[config.mk]
export PLATFORM = sky130hd
export DESIGN_NAME = ccff_chain_loader
export DESIGN_NICKNAME = d
export VERILOG_FILES = /design/src/rtl/ccff_chain_loader.sv
export SDC_FILE = /design/constraint.sdc
export NUM_CORES = 1
export LEC_CHECK = 0
export CAP_MARGIN = 10
export CORE_MARGIN = 1
export CORE_UTILIZATION = 52
export DETAILED_ROUTE_END_ITERATION = 8
export HOLD_SLACK_MARGIN = 0.02
export PLACE_DENSITY = 0.79
export SLEW_MARGIN = 5
export SYNTH_ARGS = -nofsm -noshare
export SYNTH_HDL_FRONTEND = slang
export SYNTH_SLANG_ARGS = --single-unit
[constraint.sdc]
create_clock -name prog_clk -period 3.14 [get_ports prog_clk]
set_input_delay 0.628 -clock prog_clk [delete_from_list [all_inputs] [get_ports prog_clk]]
set_output_delay 0.628 -clock prog_clk [all_outputs]
set_load 0.1 [all_outputs]
[src/rtl/ccff_chain_loader.sv]
// Serial configuration-chain loader: streams bitstream words MSB-first onto ccff_head.
// Define CCFF_CHAIN_LOADER_READBACK_EN to add rb_ones, a popcount of bits seen on ccff_tail.
module ccff_chain_loader #(
    parameter int DATA_WIDTH = 8,
    parameter int LEN_WIDTH  = 16
) (
    input  logic                  prog_clk,
    input  logic                  pReset_n,
    input  logic                  start,
    input  logic                  abort,
    input  logic [LEN_WIDTH-1:0]  chain_len,
    input  logic [DATA_WIDTH-1:0] wr_data,
    input  logic                  wr_valid,
    output logic                  wr_ready,
    output logic                  ccff_head,
    output logic                  config_enable,
    input  logic                  ccff_tail,
`ifdef CCFF_CHAIN_LOADER_READBACK_EN
    output logic [LEN_WIDTH-1:0]  rb_ones,
`endif
    output logic                  busy,
    output logic                  done,
    output logic                  error
);

    localparam int CW = (DATA_WIDTH > 1) ? $clog2(DATA_WIDTH) : 1;

    typedef enum logic [1:0] {
        IDLE,
        LOAD,
        DONE
    } state_e;

    state_e                state_q;
    logic [LEN_WIDTH-1:0]  rem_q;
    logic [LEN_WIDTH-1:0]  rem_d;
    logic [DATA_WIDTH-1:0] buf_q;
    logic [CW-1:0]         bcnt_q;
    logic                  head_q;
    logic                  en_q;
    logic                  busy_q;
    logic                  done_q;
    logic                  err_q;
    logic                  accept;
    logic                  xfer;

    // rem_q counts bits not yet shifted, including the one on ccff_head
    assign rem_d    = rem_q - LEN_WIDTH'(en_q);
    assign accept   = (state_q == IDLE) && start && !abort && (chain_len != '0);
    assign wr_ready = (state_q == LOAD) && !abort && (bcnt_q == '0) && (rem_d != '0);
    assign xfer     = wr_valid && wr_ready;

    assign ccff_head     = head_q;
    assign config_enable = en_q;
    assign busy          = busy_q;
    assign done          = done_q;
    assign error         = err_q;

    always_ff @(posedge prog_clk or negedge pReset_n) begin
        if (!pReset_n) begin
            state_q <= IDLE;
            rem_q   <= '0;
            buf_q   <= '0;
            bcnt_q  <= '0;
            head_q  <= 1'b0;
            en_q    <= 1'b0;
            busy_q  <= 1'b0;
            done_q  <= 1'b0;
            err_q   <= 1'b0;
        end else begin
            done_q <= 1'b0;
            err_q  <= 1'b0;
            unique case (state_q)
                IDLE: begin
                    en_q <= 1'b0;
                    if (accept) begin
                        state_q <= LOAD;
                        busy_q  <= 1'b1;
                        rem_q   <= chain_len;
                        bcnt_q  <= '0;
                    end else if (start && !abort) begin
                        err_q <= 1'b1;
                    end
                end
                LOAD: begin
                    if (abort) begin
                        state_q <= IDLE;
                        busy_q  <= 1'b0;
                        en_q    <= 1'b0;
                        rem_q   <= '0;
                        bcnt_q  <= '0;
                    end else begin
                        rem_q <= rem_d;
                        if (rem_d == '0) begin
                            state_q <= DONE;
                            done_q  <= 1'b1;
                            en_q    <= 1'b0;
                        end else if (bcnt_q != '0) begin
                            head_q <= buf_q[DATA_WIDTH-1];
                            buf_q  <= buf_q << 1;
                            bcnt_q <= bcnt_q - CW'(1);
                            en_q   <= 1'b1;
                        end else if (xfer) begin
                            head_q <= wr_data[DATA_WIDTH-1];
                            buf_q  <= wr_data << 1;
                            bcnt_q <= CW'(DATA_WIDTH - 1);
                            en_q   <= 1'b1;
                        end else begin
                            en_q <= 1'b0;
                        end
                    end
                end
                DONE: begin
                    state_q <= IDLE;
                    busy_q  <= 1'b0;
                    bcnt_q  <= '0;
                end
                default: begin
                    state_q <= IDLE;
                    busy_q  <= 1'b0;
                    en_q    <= 1'b0;
                end
            endcase
        end
    end

`ifdef CCFF_CHAIN_LOADER_READBACK_EN
    logic [LEN_WIDTH-1:0] rb_q;

    always_ff @(posedge prog_clk or negedge pReset_n) begin
        if (!pReset_n) begin
            rb_q <= '0;
        end else if (accept) begin
            rb_q <= '0;
        end else if (en_q && ccff_tail) begin
            rb_q <= rb_q + LEN_WIDTH'(1);
        end
    end

    assign rb_ones = rb_q;
`else
    logic unused_tail;
    assign unused_tail = ccff_tail;
`endif

endmodule

==> flow_summary.json <==
{
  "syn_inst": 219,
  "grt_usage_pct": 26.7,
  "power_density_nw_per_um2": 685,
  "clockBufferDepth": 2,
  "initial_core_util_pct": 54.4,
  "r2r-end": "bcnt_q[1]",
  "route.vias.total": 1800,
  "areaGrowthSynthToFinish_pct": 25.2,
  "critPathMaxFanout": 8,
  "cts-root-buf": "clkbuf_8",
  "seqPwrFrac_pct": 39.9,
  "cts_inserted_buffers": 5,
  "drive_above_1_share_pct": 12.2,
  "drt_iter0_markers": 118,
  "synthFlopType": "dfrtp_1",
  "worst_slack_ns": 0.127,
  "tightest_slew_ns": 0.868,
  "p_comb_share_pct": 41.0,
  "grt_overflow": 0,
  "insertion_delay_ns": 0.29,
  "htree_levels": 2,
  "path_clk_slew_ns": 0.06,
  "io_buffer_count": 34,
  "hold_viol": 0,
  "die_y_um": 63.9,
  "core-area_sq_um": 3660,
  "hp-class": "flop to flop",
  "worstSetupStartpoint": "rem_q[0]",
  "switching_share_pct": 40.0,
  "synth_common_cells": "dfrtp_1, nor2_1, nand2_1, a21oi_1, mux2i_1",
  "antenna_found_initial": 0,
  "avgSynthCellArea_sq_um": 9.10,
  "clockPowerShare_pct": 19.1,
  "globalplace.congestion": 0.950,
  "drc_errors": 0,
  "rr_startpoint": "rem_q[0]",
  "vdd.ir_drop.worst_v": 0.000463,
  "reg2reg_depth": 10,
  "antenna_cells": 0,
  "wl_um": 4840,
  "rsz0062_at_grt": "false",
  "cts_tree": "built",
  "dr.pass1.iters": 4,
  "leakagePower_nw": 1.03,
  "r2r_slack_ns": 0.58,
  "nNetsFinal": 288,
  "drv_slew": 0,
  "slew_headroom_pct": 42.0,
  "yosysSeqAreaShare_pct": 41.4,
  "yosysTopAreaCellShare_pct": 41.4,
  "tns_ns": 0,
  "routedWlPerCell_um": 16.0,
  "crit_type": "flop to output port",
  "start_kind": "flop",
  "min_period_ns": 3.01,
  "endpoint": "wr_ready",
  "max_freq_mhz": 332,
  "synth-edff-count": 0,
  "grt_pass1_wl_um": 8130,
  "die_width_um": 63.9,
  "synth.distinct_cells": 43,
  "status": "complete, no violations",
  "finClkSkew_ns": 0.00994,
  "arrival_ns": 2.38,
  "yosys.cell_count.top_type": "dfrtp_1",
  "cts.sinks": 33,
  "netlist.top_cell.by_area": "dfrtp_1",
  "ys.warnings.count": 0,
  "ys_ff_latch": 33,
  "p_int_mw": 1.02,
  "via_per_inst": 5.94,
  "place_ws_ns": 0.328,
  "grt_pass1_vias": 1707,
  "setup_viol": 0,
  "synth_area_leaders": "dfrtp_1, mux2i_1, nor2_1, a21oi_1, nand2_1",
  "syn-num-nets": 253,
  "switchingPower_uw": 684,
  "antenna_left": 0,
  "fin_crit_sh_pct": 95.9,
  "cts.hold.buffers_added": 0,
  "dp_hpwl_um": 3620,
  "synth-async-reset-ratio_pct": 100,
  "die-area_sq_um": 4080,
  "dp_cells": 295,
  "drv_cap": 0,
  "end_kind": "output port",
  "netlist_area_sq_um": 1990,
  "stdcell_count": 303,
  "grt_max_degree": 22,
  "ios": 36,
  "rows": 22,
  "required_ns": 2.51
}
power groups by stage:
stage | Clock [mW] | Combinational [mW] | Sequential (mW)
6_report | 0.327 | 0.701 | 0.681
5_1_grt | 0.361 | 0.772 | 0.698
4_1_cts | 0.337 | 0.700 | 0.676
3_5_place_dp | 0 | 0.697 | 0.680
3_3_place_gp | 0 | 0.682 | 0.672
2_1_floorplan | 0 | 0.484 | 0.704
kinds of logic after synthesis:
family	count (synthesis)	synth area share, %
and+or+nand+nor	78	21.2
AOI/OAI and AO/OA	57	18.3
DFF	33	41.4
buffers and inverters	24	5.40
muxes	14	7.28
xor gates and xnor gates	9	3.96
adders and majority gates	4	2.51
final cells by class:
type / count / area [sq um]
timing repair buffer: 43 / 405
inverter: 9 / 33.8
fill: 329 / 1170
sequential: 33 / 827
multi-input combinational: 162 / 1080
clock buffer: 8 / 90.1
tap: 48 / 60.1
layout by cell type, fill, tap and decap left out, types with 4 or more instances in the layout:
| cell type | n |
|---|---|
| o22ai_1 | 5 |
| nand2_1 | 17 |
| dfrtp_1 | 32 |
| o21ai_0 | 11 |
| mux2i_1 | 13 |
| nand3_1 | 4 |
| buf_4 | 14 |
| clkdlybuf4s50_1 | 28 |
| xor2_1 | 6 |
| nor2_1 | 18 |
| clkbuf_8 | 6 |
| inv_1 | 9 |
| nor2b_1 | 5 |
| or3_1 | 4 |
| a21oi_1 | 14 |
| nor4_1 | 8 |
| a221o_1 | 4 |
| a31oi_1 | 7 |
| o211ai_1 | 4 |
| nor3_1 | 5 |
metrics by stage:
| stage | hold WS [ns] | total power, mW | area (sq um) | utilization [%] |
|---|---|---|---|---|
| floorplan | 0.332 | 1.19 | 2000 | - |
| global placement | 0.474 | 1.35 | 2390 | 65.4 |
| detailed placement | 0.479 | 1.38 | 2390 | 65.4 |
| CTS | 0.497 | 1.71 | 2480 | 67.8 |
| global route | 0.532 | 1.83 | 2490 | 68.1 |
| finish | 0.501 | 1.71 | 2490 | 68.1 |
worst max-delay path, cell delays in order, from the launching register on:
cell and delay (ns):
dfrtp_1 0.38, inv_1 0.06, ha_1 0.22, ha_2 0.30
inv_1 0.08, or3_1 0.36, o31ai_1 0.10, nand4_1 0.18
nand2_1 0.19, nor2_4 0.06, buf_12 0.16
sequential cells by signal, indices dropped and copies added (netlist names):
name / cells
rem_q: 16
buf_q: 7
bcnt_q: 3
state_q: 2
busy: 1
ccff_head: 1
config_enable: 1
done: 1
error: 1
worst min-delay path by stage:
stage,start,depth (start not counted),slack [ns],endpoint
3_5_place_dp,buf_q[1],1,0.48,buf_q[1]
3_3_place_gp,buf_q[1],1,0.47,buf_q[1]
2_1_floorplan,pReset_n,0,0.33,bcnt_q[0]
6_report,buf_q[1],1,0.50,buf_q[1]
4_1_cts,buf_q[1],1,0.50,buf_q[1]
5_1_grt,buf_q[1],1,0.53,buf_q[1]
per-layer routing:
metal  global-route usage [%]  vias to the layer above  wire length [um]
li1                         -                      877                 -
met1                     37.8                      862              2280
met2                     39.6                       53              2250
met3                     6.25                        8               241
met4                     10.2                        0                72
met5                        0                        -                 0
timing repair:
item,in CTS,in global routing
resized for setup,0,3
buffers inserted,0,0
setup endpoints to repair,0,1
hold endpoints to repair,0,0
(Power assumes the default switching activity.)
